File: src/rtl/wrr_timeout_sched_pkg.sv
// Shared types and default sizing for the weighted round-robin scheduler.
package wrr_sched_pkg;

  localparam int NREQ_DEF = 4;
  localparam int WW_DEF   = 4;
  localparam int TW_DEF   = 8;

  // Width of a master index; a single master still needs one bit.
  function automatic int ptr_w(input int n);
    return (n > 1) ? $clog2(n) : 1;
  endfunction

  localparam int PTR_W = ptr_w(NREQ_DEF);

  typedef enum logic [1:0] {
    IDLE  = 2'd0,
    ARB   = 2'd1,
    GRANT = 2'd2
  } state_t;

endpackage

File: src/rtl/wrr_timeout_sched_if.sv
// Request/grant bundle between the bus masters and the scheduler.
interface wrr_timeout_sched_if
  import wrr_sched_pkg::*;
#(
  parameter int NREQ = NREQ_DEF,
  parameter int WW   = WW_DEF,
  parameter int TW   = TW_DEF
);

  logic [NREQ-1:0]         req_vec;
  logic [NREQ*WW-1:0]      req_wt_vec;
  logic                    req_n_valid;
  logic [NREQ-1:0]         end_access_vec;
  logic [TW-1:0]           timeout_cycles;
  logic [NREQ-1:0]         gnt_vec;
  logic                    timeout_pulse;
  logic [ptr_w(NREQ)-1:0]  timeout_id;
  logic                    interval_done;

  modport master (
    output req_vec, req_wt_vec, req_n_valid, end_access_vec, timeout_cycles,
    input  gnt_vec, timeout_pulse, timeout_id, interval_done
  );

  modport slave (
    input  req_vec, req_wt_vec, req_n_valid, end_access_vec, timeout_cycles,
    output gnt_vec, timeout_pulse, timeout_id, interval_done
  );

endinterface

File: src/rtl/wrr_timeout_sched_rr_pick.sv
// Rotating-priority search: first eligible master strictly after last_ptr.
module rr_pick
  import wrr_sched_pkg::*;
#(
  parameter int NREQ = NREQ_DEF,
  parameter int PW   = PTR_W
) (
  input  logic [NREQ-1:0] eligible,
  input  logic [PW-1:0]   last_ptr,
  output logic            found,
  output logic [PW-1:0]   winner
);

  logic [PW-1:0] idx;

  // Scan from the farthest offset down so the nearest eligible master is the last one written.
  always_comb begin
    found  = 1'b0;
    winner = '0;
    idx    = '0;
    for (int i = NREQ; i >= 1; i--) begin
      idx = PW'((int'(last_ptr) + i) % NREQ);
      if (eligible[idx]) begin
        found  = 1'b1;
        winner = idx;
      end
    end
  end

endmodule

File: src/rtl/wrr_timeout_sched.sv
// Weighted round-robin bus scheduler with per-grant timeout.
// Each interval starts with credits equal to the weights; every grant
// spends one credit, and the interval closes once nobody eligible remains.
module wrr_timeout_sched
  import wrr_sched_pkg::*;
#(
  parameter int NREQ = NREQ_DEF,
  parameter int WW   = WW_DEF,
  parameter int TW   = TW_DEF
) (
  input logic               clk,
  input logic               reset,
  wrr_timeout_sched_if.slave bus
);

  localparam int PW = ptr_w(NREQ);

  state_t          state_q, state_d;
  logic [WW-1:0]   credit_q [NREQ];
  logic [WW-1:0]   credit_d [NREQ];
  logic [WW-1:0]   weight_q [NREQ];
  logic [WW-1:0]   weight_d [NREQ];
  logic [PW-1:0]   last_ptr_q, last_ptr_d;
  logic [TW-1:0]   timer_q, timer_d;
  logic [NREQ-1:0] gnt_q, gnt_d;
  logic            timeout_pulse_q, timeout_pulse_d;
  logic [PW-1:0]   timeout_id_q, timeout_id_d;
  logic            interval_done_q, interval_done_d;

  logic [NREQ-1:0] eligible;
  logic            found;
  logic [PW-1:0]   winner;
  logic            end_hit;
  logic            expire;

  // A master may compete only while it requests and still holds credit.
  always_comb begin
    eligible = '0;
    for (int i = 0; i < NREQ; i++) begin
      eligible[i] = bus.req_vec[i] && (credit_q[i] != '0) && (weight_q[i] != '0);
    end
  end

  rr_pick #(
    .NREQ (NREQ),
    .PW   (PW)
  ) u_pick (
    .eligible (eligible),
    .last_ptr (last_ptr_q),
    .found    (found),
    .winner   (winner)
  );

  // While granted, last_ptr names the owner, so only its release bit matters.
  always_comb begin
    end_hit = bus.end_access_vec[last_ptr_q];
    expire  = (bus.timeout_cycles != '0) && (timer_q == bus.timeout_cycles - TW'(1));
  end

  // Next-state and registered-output decisions for the three-state controller.
  always_comb begin
    state_d         = state_q;
    credit_d        = credit_q;
    weight_d        = weight_q;
    last_ptr_d      = last_ptr_q;
    timer_d         = timer_q;
    gnt_d           = gnt_q;
    timeout_pulse_d = 1'b0;
    timeout_id_d    = timeout_id_q;
    interval_done_d = 1'b0;

    unique case (state_q)
      IDLE: begin
        gnt_d = '0;
        if (bus.req_n_valid) begin
          for (int i = 0; i < NREQ; i++) begin
            credit_d[i] = bus.req_wt_vec[i*WW +: WW];
            weight_d[i] = bus.req_wt_vec[i*WW +: WW];
          end
          state_d = ARB;
        end
      end

      ARB: begin
        if (found) begin
          gnt_d = '0;
          gnt_d[winner] = 1'b1;
          if (credit_q[winner] != '0) begin
            credit_d[winner] = credit_q[winner] - WW'(1);
          end
          last_ptr_d = winner;
          timer_d    = '0;
          state_d    = GRANT;
        end else begin
          gnt_d           = '0;
          interval_done_d = 1'b1;
          state_d         = IDLE;
        end
      end

      GRANT: begin
        if (end_hit) begin
          gnt_d   = '0;
          state_d = ARB;
        end else if (expire) begin
          gnt_d           = '0;
          timeout_pulse_d = 1'b1;
          timeout_id_d    = last_ptr_q;
          state_d         = ARB;
        end else begin
          timer_d = timer_q + TW'(1);
        end
      end

      default: begin
        gnt_d   = '0;
        state_d = IDLE;
      end
    endcase
  end

  // State register; reset parks the pointer on the last master so M0 is searched first.
  always_ff @(posedge clk) begin
    if (reset) begin
      state_q         <= IDLE;
      for (int i = 0; i < NREQ; i++) begin
        credit_q[i] <= '0;
        weight_q[i] <= '0;
      end
      last_ptr_q      <= PW'(NREQ - 1);
      timer_q         <= '0;
      gnt_q           <= '0;
      timeout_pulse_q <= 1'b0;
      timeout_id_q    <= '0;
      interval_done_q <= 1'b0;
    end else begin
      state_q         <= state_d;
      credit_q        <= credit_d;
      weight_q        <= weight_d;
      last_ptr_q      <= last_ptr_d;
      timer_q         <= timer_d;
      gnt_q           <= gnt_d;
      timeout_pulse_q <= timeout_pulse_d;
      timeout_id_q    <= timeout_id_d;
      interval_done_q <= interval_done_d;
    end
  end

  assign bus.gnt_vec       = gnt_q;
  assign bus.timeout_pulse = timeout_pulse_q;
  assign bus.timeout_id    = timeout_id_q;
  assign bus.interval_done = interval_done_q;

endmodule

File: src/flat_wrapper.sv
// flat-port wrapper written by rule: the top's interface ports become plain ports
module wrr_timeout_sched_flat import wrr_sched_pkg::*;
#(
  parameter int NREQ = NREQ_DEF,
  parameter int WW   = WW_DEF,
  parameter int TW   = TW_DEF
)
  (clk, reset, bus_req_vec, bus_req_wt_vec, bus_req_n_valid, bus_end_access_vec, bus_timeout_cycles, bus_gnt_vec, bus_timeout_pulse, bus_timeout_id, bus_interval_done);
  wrr_timeout_sched_if #(.NREQ(NREQ), .WW(WW), .TW(TW)) bus_i ();
  input logic clk;
  input logic reset;
  input wire logic [$bits(bus_i.req_vec)-1:0] bus_req_vec;
  input wire logic [$bits(bus_i.req_wt_vec)-1:0] bus_req_wt_vec;
  input wire logic [$bits(bus_i.req_n_valid)-1:0] bus_req_n_valid;
  input wire logic [$bits(bus_i.end_access_vec)-1:0] bus_end_access_vec;
  input wire logic [$bits(bus_i.timeout_cycles)-1:0] bus_timeout_cycles;
  output wire logic [$bits(bus_i.gnt_vec)-1:0] bus_gnt_vec;
  output wire logic [$bits(bus_i.timeout_pulse)-1:0] bus_timeout_pulse;
  output wire logic [$bits(bus_i.timeout_id)-1:0] bus_timeout_id;
  output wire logic [$bits(bus_i.interval_done)-1:0] bus_interval_done;
  assign bus_i.req_vec = bus_req_vec;
  assign bus_i.req_wt_vec = bus_req_wt_vec;
  assign bus_i.req_n_valid = bus_req_n_valid;
  assign bus_i.end_access_vec = bus_end_access_vec;
  assign bus_i.timeout_cycles = bus_timeout_cycles;
  assign bus_gnt_vec = bus_i.gnt_vec;
  assign bus_timeout_pulse = bus_i.timeout_pulse;
  assign bus_timeout_id = bus_i.timeout_id;
  assign bus_interval_done = bus_i.interval_done;
  wrr_timeout_sched #(.NREQ(NREQ), .WW(WW), .TW(TW)) u_core (.clk(clk), .reset(reset), .bus(bus_i));
endmodule
File: config.mk
export PLATFORM = sky130hd
export DESIGN_NAME = wrr_timeout_sched_flat
export DESIGN_NICKNAME = d
export VERILOG_FILES = /design/src/rtl/wrr_timeout_sched_pkg.sv /design/src/rtl/wrr_timeout_sched_if.sv /design/src/rtl/wrr_timeout_sched_rr_pick.sv /design/src/rtl/wrr_timeout_sched.sv /design/src/flat_wrapper.sv
export SDC_FILE = /design/constraint.sdc
export NUM_CORES = 1
export LEC_CHECK = 0
export CORE_MARGIN = 8
export CORE_UTILIZATION = 54
export DETAILED_ROUTE_END_ITERATION = 10
export PLACE_DENSITY = 0.81
export REMOVE_ABC_BUFFERS = 1
export SLEW_MARGIN = 10
export SYNTH_ARGS = -nofsm -noshare
export SYNTH_HDL_FRONTEND = slang
export SYNTH_SLANG_ARGS = --single-unit
export TNS_END_PERCENT = 20
File: constraint.sdc
create_clock -name clk -period 4.12 [get_ports clk]
set_input_delay 0.824 -clock clk [delete_from_list [all_inputs] [get_ports clk]]
set_output_delay 0.824 -clock clk [all_outputs]
set_load 0.01 [all_outputs]
# Word-level counts from Yosys, hierarchy flattened
# Cells that the tools add are included.
[totals]
reg_bits = 52
in_bits = 35
output_inout_bits = 8
wordCells = 121
[classes]
addsub = 7
magnitude_cmp = 9
eq_ne = 9
muxes = 45
bitwise_logic = 4
reduce_logical = 32
[op_table]
columns = ["op", "n"]
rows = [
  ["2-to-1 mux 16 bit", 3],
  ["nonzero test 4 bit", 9],
  ["case mux 16 bit (2 select lines)", 1],
  ["2-to-1 mux 4 bit", 6],
  ["2-to-1 mux 8 bit", 3],
  ["less-than comparator 2 x 3 -> 1 bit (second input constant)", 6],
  ["bitwise mux 16 bit", 1],
  ["2-to-1 mux 2 bit", 8],
  ["case mux 8 bit (2 select lines)", 1],
  ["2-to-1 mux 1 bit", 12],
  ["logical AND 1 bit", 11],
  ["binary-select mux 1 bit (select 2 bit)", 5],
  ["adder 8 x 1 -> 8 bit (second input constant)", 1],
  ["binary-select mux 4 bit (select 2 bit)", 1],
  ["demux 4 bit (select 2 bit)", 1],
  ["equality test 8 bit", 1],
  ["case mux 4 bit (2 select lines)", 1],
  ["AND reduction 4 bit", 2],
  ["nonzero test 8 bit", 1],
  ["subtractor 8 x 1 -> 8 bit (second input constant)", 1],
  ["!= test 2 bit (second input constant)", 3],
  ["case mux 2 bit (3 select lines)", 1],
  ["AND reduction 2 bit", 3],
  ["adder 2 x 1 -> 2 bit (second input constant)", 2],
  ["other kinds (17)", 22],
]

# Logic depth before layout (Yosys ltp)
[depth]
ltp_word = 18
mapped_depth = 14

# By module
# From an unflattened synthesis, not the netlist that was laid out.
[hier_totals]
hier_cells = 337
hier_area_um2 = 2807.7
[modules_own_cells]
columns = ["module", "n_inst", "cells_each", "area_per_inst_um2"]
rows = [
  ["wrr_timeout_sched", 1, 323, 2716.4],
  ["rr_pick", 1, 14, 91.3],
]

# Worst setup path before layout
# OpenSTA, ideal clock, no wires.
[synth_path]
kind = "input -> register"
start = "in bus_req_vec[1]"
end = "reg u_core.credit_q[3] (netlist bit)"
setup_time_ns = 0.136
t_arrival_ns = 3.323
setup_slack_ns = 0.662
stages = 14
path_buffers = 2
path_cell_list = "o41ai_4 or2_1 buf_6 o22ai_1 a221o_1 mux4_1 inv_1 ha_1 nand2_1 o32a_1 buf_2 a21boi_1 nor2_1 a211oi_2"
[synth_via]
elab_chain_len = 17
[synth_lines]
columns = ["item", "line", "rtl"]
rows = [
  ["start, declared", "flat_wrapper.sv:12", "input wire logic [$bits(bus_i.req_vec)-1:0] bus_req_vec;"],
  ["logical AND 1 bit * (2 in series)", "wrr_timeout_sched.sv:40", "eligible[i] = bus.req_vec[i] && (credit_q[i] != '0) && (weight_q[i] != '0);"],
  ["binary-select mux 1 bit (select 2 bit)", "wrr_timeout_sched_rr_pick.sv:23", "if (eligible[idx]) begin"],
  ["2-to-1 mux 1 bit (not written as such)", "wrr_timeout_sched_rr_pick.sv:23", ""],
  ["2-to-1 mux 2 bit (4 in series)", "wrr_timeout_sched_rr_pick.sv:23", ""],
  ["NOT 2 -> 3 bit (not written as such)", "wrr_timeout_sched.sv:88, wrr_timeout_sched.sv:89", ""],
  ["binary-select mux 4 bit (select 2 bit), or another cell as far along", "wrr_timeout_sched.sv:88, wrr_timeout_sched.sv:89", ""],
  ["2-to-1 mux 4 bit (not written as such) / logical AND 1 bit (equally long branches)", "wrr_timeout_sched.sv:88, wrr_timeout_sched.sv:89", ""],
  ["2-to-1 mux 4 bit (on tied branches)", "wrr_timeout_sched.sv:88, wrr_timeout_sched.sv:89", ""],
  ["subtractor 4 x 1 -> 4 bit / demux 4 bit (select 2 bit) (equally long branches)", "wrr_timeout_sched.sv:89", "credit_d[winner] = credit_q[winner] - WW'(1);"],
  ["bitwise mux 16 bit", "wrr_timeout_sched.sv:89", ""],
  ["2-to-1 mux 16 bit", "wrr_timeout_sched.sv:88", "if (credit_q[winner] != '0) begin"],
  ["2-to-1 mux 16 bit", "wrr_timeout_sched.sv:85", "if (found) begin"],
  ["case mux 16 bit (2 select lines)", "wrr_timeout_sched.sv:72", "unique case (state_q)"],
  ["end signal, assigned", "wrr_timeout_sched.sv:138", "credit_q <= credit_d;"],
  ["end, declared", "wrr_timeout_sched.sv:19", "logic [WW-1:0] credit_q [NREQ];"],
]
# Mark *: on every way between the ends. The rest lies on a longest branch, timed or not. The select of a mux whose other input is x is not followed.
# A chain may end at the register's enable or synchronous reset.

# Worst setup path in the final report
[layout_path]
start = "in bus_req_vec[3]"
end = "reg u_core.credit_q[3] (netlist bit)"
# Same word-level chain as after synthesis.

==> metrics <==
Crit path max-delay family compound AO/OA/AOI/OAI gates; Yosys warning count 0; Initial Util 55.9%; Net Switching 516 uW; Net Sw Frac 35.9%; CTS tree yes; CTS sink count 52; nature of the critical path endpoint flip-flop; CP Cell Sequence clkdlybuf4s50_1, o41ai_4, or2_1, o22ai_1, a221o_1, mux4_1, inv_1, ha_1, nand2_1, o32a_1, a21boi_1, nor2_1, a211oi_2; most common cell after layout, fill and taps aside nand2_1; Met3 Wirelength 483 um; nets 437; final-report setup violation count 0; synthesized cell area 2840 um^2; Worst setup SP type input pin; antenna violations before repair 0; routed vias 2777; final period utilization 92.1%; endpoints failing hold 0; Max VDD drop 231 uV; Clock Skews 0.0133 ns; Die Ht 88.5 um; PD cells 415 nW/um^2; largest net degree at the start of global routing 20; WL met1 3400 um; slew margin rel. 54.8%; Vias/cell 5.91; clk_lat worst skew 0.31 ns; aggregate global-route resource usage 19.8%; Syn-to-layout area delta 22.3%; Hold WC Path Type reg2reg; Worst Path Buf+Inv 2; Required @ worst endpoint 4.32 ns; top_reg_cell synth dfxtp_1; Clk network pwr share 21.0%; layout cell share with drive strength beyond 1 8.50%; first-pass GRT wire length 12400 um; WP data arrival 3.99 ns; Async S/R FF share, synth 0%; status complete, no violations; Pins Over Slew Limit 0; root buf cell clkbuf_8; placed wire-length estimate 5700 um; Max stage delay cell, worst path mux4_1; Max Root-Sink Buffers 2; n_diodes 0; Leak Pwr 0.00131 uW; Clk pin slew, worst setup/hold paths 0.09 ns; min Tclk post-route 3.79 ns; DR WL/cell 16.0 um; DR WL met2 3470 um; Max H-tree Level 2; Fmax achieved 264 MHz; sequential area share after synthesis 36.7%; Flop pwr share 42.3%; critical path fanouts, max 8; Post CTS Setup Buffer Count 0; worst hold margin 0.460 ns; Logic pwr share 36.7%; CTS Buf Count 5; most frequent cells in the layout nand2_1, dfxtp_1, nor2_1, clkdlybuf4s50_1, a21oi_1; global placement routability congestion 0.903; Setup TNS Final 0 ns; critical path class in2reg; WL final 7520 um; worst-margin pin slew 0.677 ns; post-synthesis cell count 353; max_cap viols 0; GR Overflow Total 0; Power Total 1440 uW; drt pass-1 iters 5; cts hold-fix bufs 0; number of flops mapped to enable cells by yosys 0; P_int 923 uW; Detail Route Antenna Nets 0; Die ar. 7830 um^2; RSZ-0062 raised after global routing false; worst setup margin 0.325 ns; Synth Area per Inst 8.03 um^2; vias in the first global route 2623; Die X 88.5 um; DP Worst Slack 0.0466 ns; I/O Buffers 42; post-CTS resize count 0; Top Layer Used met4; Boundary Pins 43; synthesis-stage register bit count 52; DRT iter0 DRCs 333; Remaining DRCs 0; row count 26; CP max stage delay 0.61 ns; core region area 5070 um^2; Synth cell types 58
[flip-flops by register name (all words and copies together), names as in the netlist]
name,count
u_core.state_q,2
u_core.bus.timeout_pulse,1
u_core.timer_q,8
u_core.bus.interval_done,1
u_core.credit_q,16
u_core.weight_q,16
u_core.bus.timeout_id,2
u_core.bus.gnt_vec,4
u_core.last_ptr_q,2
[per-layer routing]
metal | vias to the layer above | GRT usage (%)
met3 | 17 | 3.44
met4 | 0 | 7.99
met1 | 1273 | 25.8
li1 | 1358 | -
met5 | - | 0
met2 | 129 | 31.6
[final timing paths]
path / startpoint / to / slack [ns] / cells after the start
setup / recovery: bus_req_vec[3] / u_core.credit_q[3] / 0.33 / 13
hold reg to reg: u_core.weight_q[14] / u_core.weight_q[14] / 0.46 / 2
setup reg to reg: u_core.weight_q[15] / u_core.credit_q[1] / 0.54 / 13
hold / removal: u_core.weight_q[14] / u_core.weight_q[14] / 0.46 / 2
[through the flow]
step | utilization (%) | area, um^2 | cells
2_1_floorplan | - | 2760 | 336
3_5_place_dp | 66.5 | 3370 | 462
5_1_grt | 68.3 | 3470 | 470
4_1_cts | 68.3 | 3470 | 470
3_3_place_gp | 66.5 | 3370 | 462
6_report | 68.3 | 3470 | 470
[layout make-up]
class | instances | area [um^2]
sequential | 52 | 1040
fill | 432 | 1610
clock buffer | 7 | 86.3
inverter | 16 | 60.1
tap | 70 | 87.6
timing repair buffer | 56 | 526
clock inverter | 1 | 7.51
multi-input combinational | 268 | 1660
[power groups by stage]
stage / Sequential (uW) / Clock [uW] / Combinational (uW)
floorplan: 602 / 0 / 330
global placement: 616 / 0 / 504
detailed placement: 617 / 0 / 512
CTS: 607 / 309 / 516
global route: 613 / 326 / 571
finish: 609 / 302 / 528
[cells in the mapped netlist (8+ instances only)]
library cell	count	share of area [%]
nand2_1	56	7.4
dfxtp_1	52	37
nor2_1	45	6.0
a21oi_1	30	5.3
a211oi_1	15	4.0
inv_1	15	2.0
o21ai_0	11	1.9
xor2_1	11	3.4
clkbuf_1	10	1.3
nor4_1	8	1.8
[cells by family after synthesis]
group	share of synthesized area [%]
flip-flops	36.7
XOR/XNOR	6.13
adder cells (fa/ha/maj)	1.32
buffers and inverters	4.72
AND/OR/NAND/NOR	23.1
AO/OA/AOI/OAI	25.1
multiplexers	2.87
[worst register-to-register path: stages (launching register included)]
cell	delay, ns
dfxtp_1	0.32
o41ai_1	0.61
nor2_1	0.18
buf_4	0.19
a22o_1	0.22
a21oi_1	0.29
mux4_2	0.28
inv_2	0.05
ha_1	0.20
nand2_1	0.08
o32a_1	0.32
a21boi_1	0.44
nor2_1	0.08
a211oi_1	0.23
(Power assumes the default switching activity.)
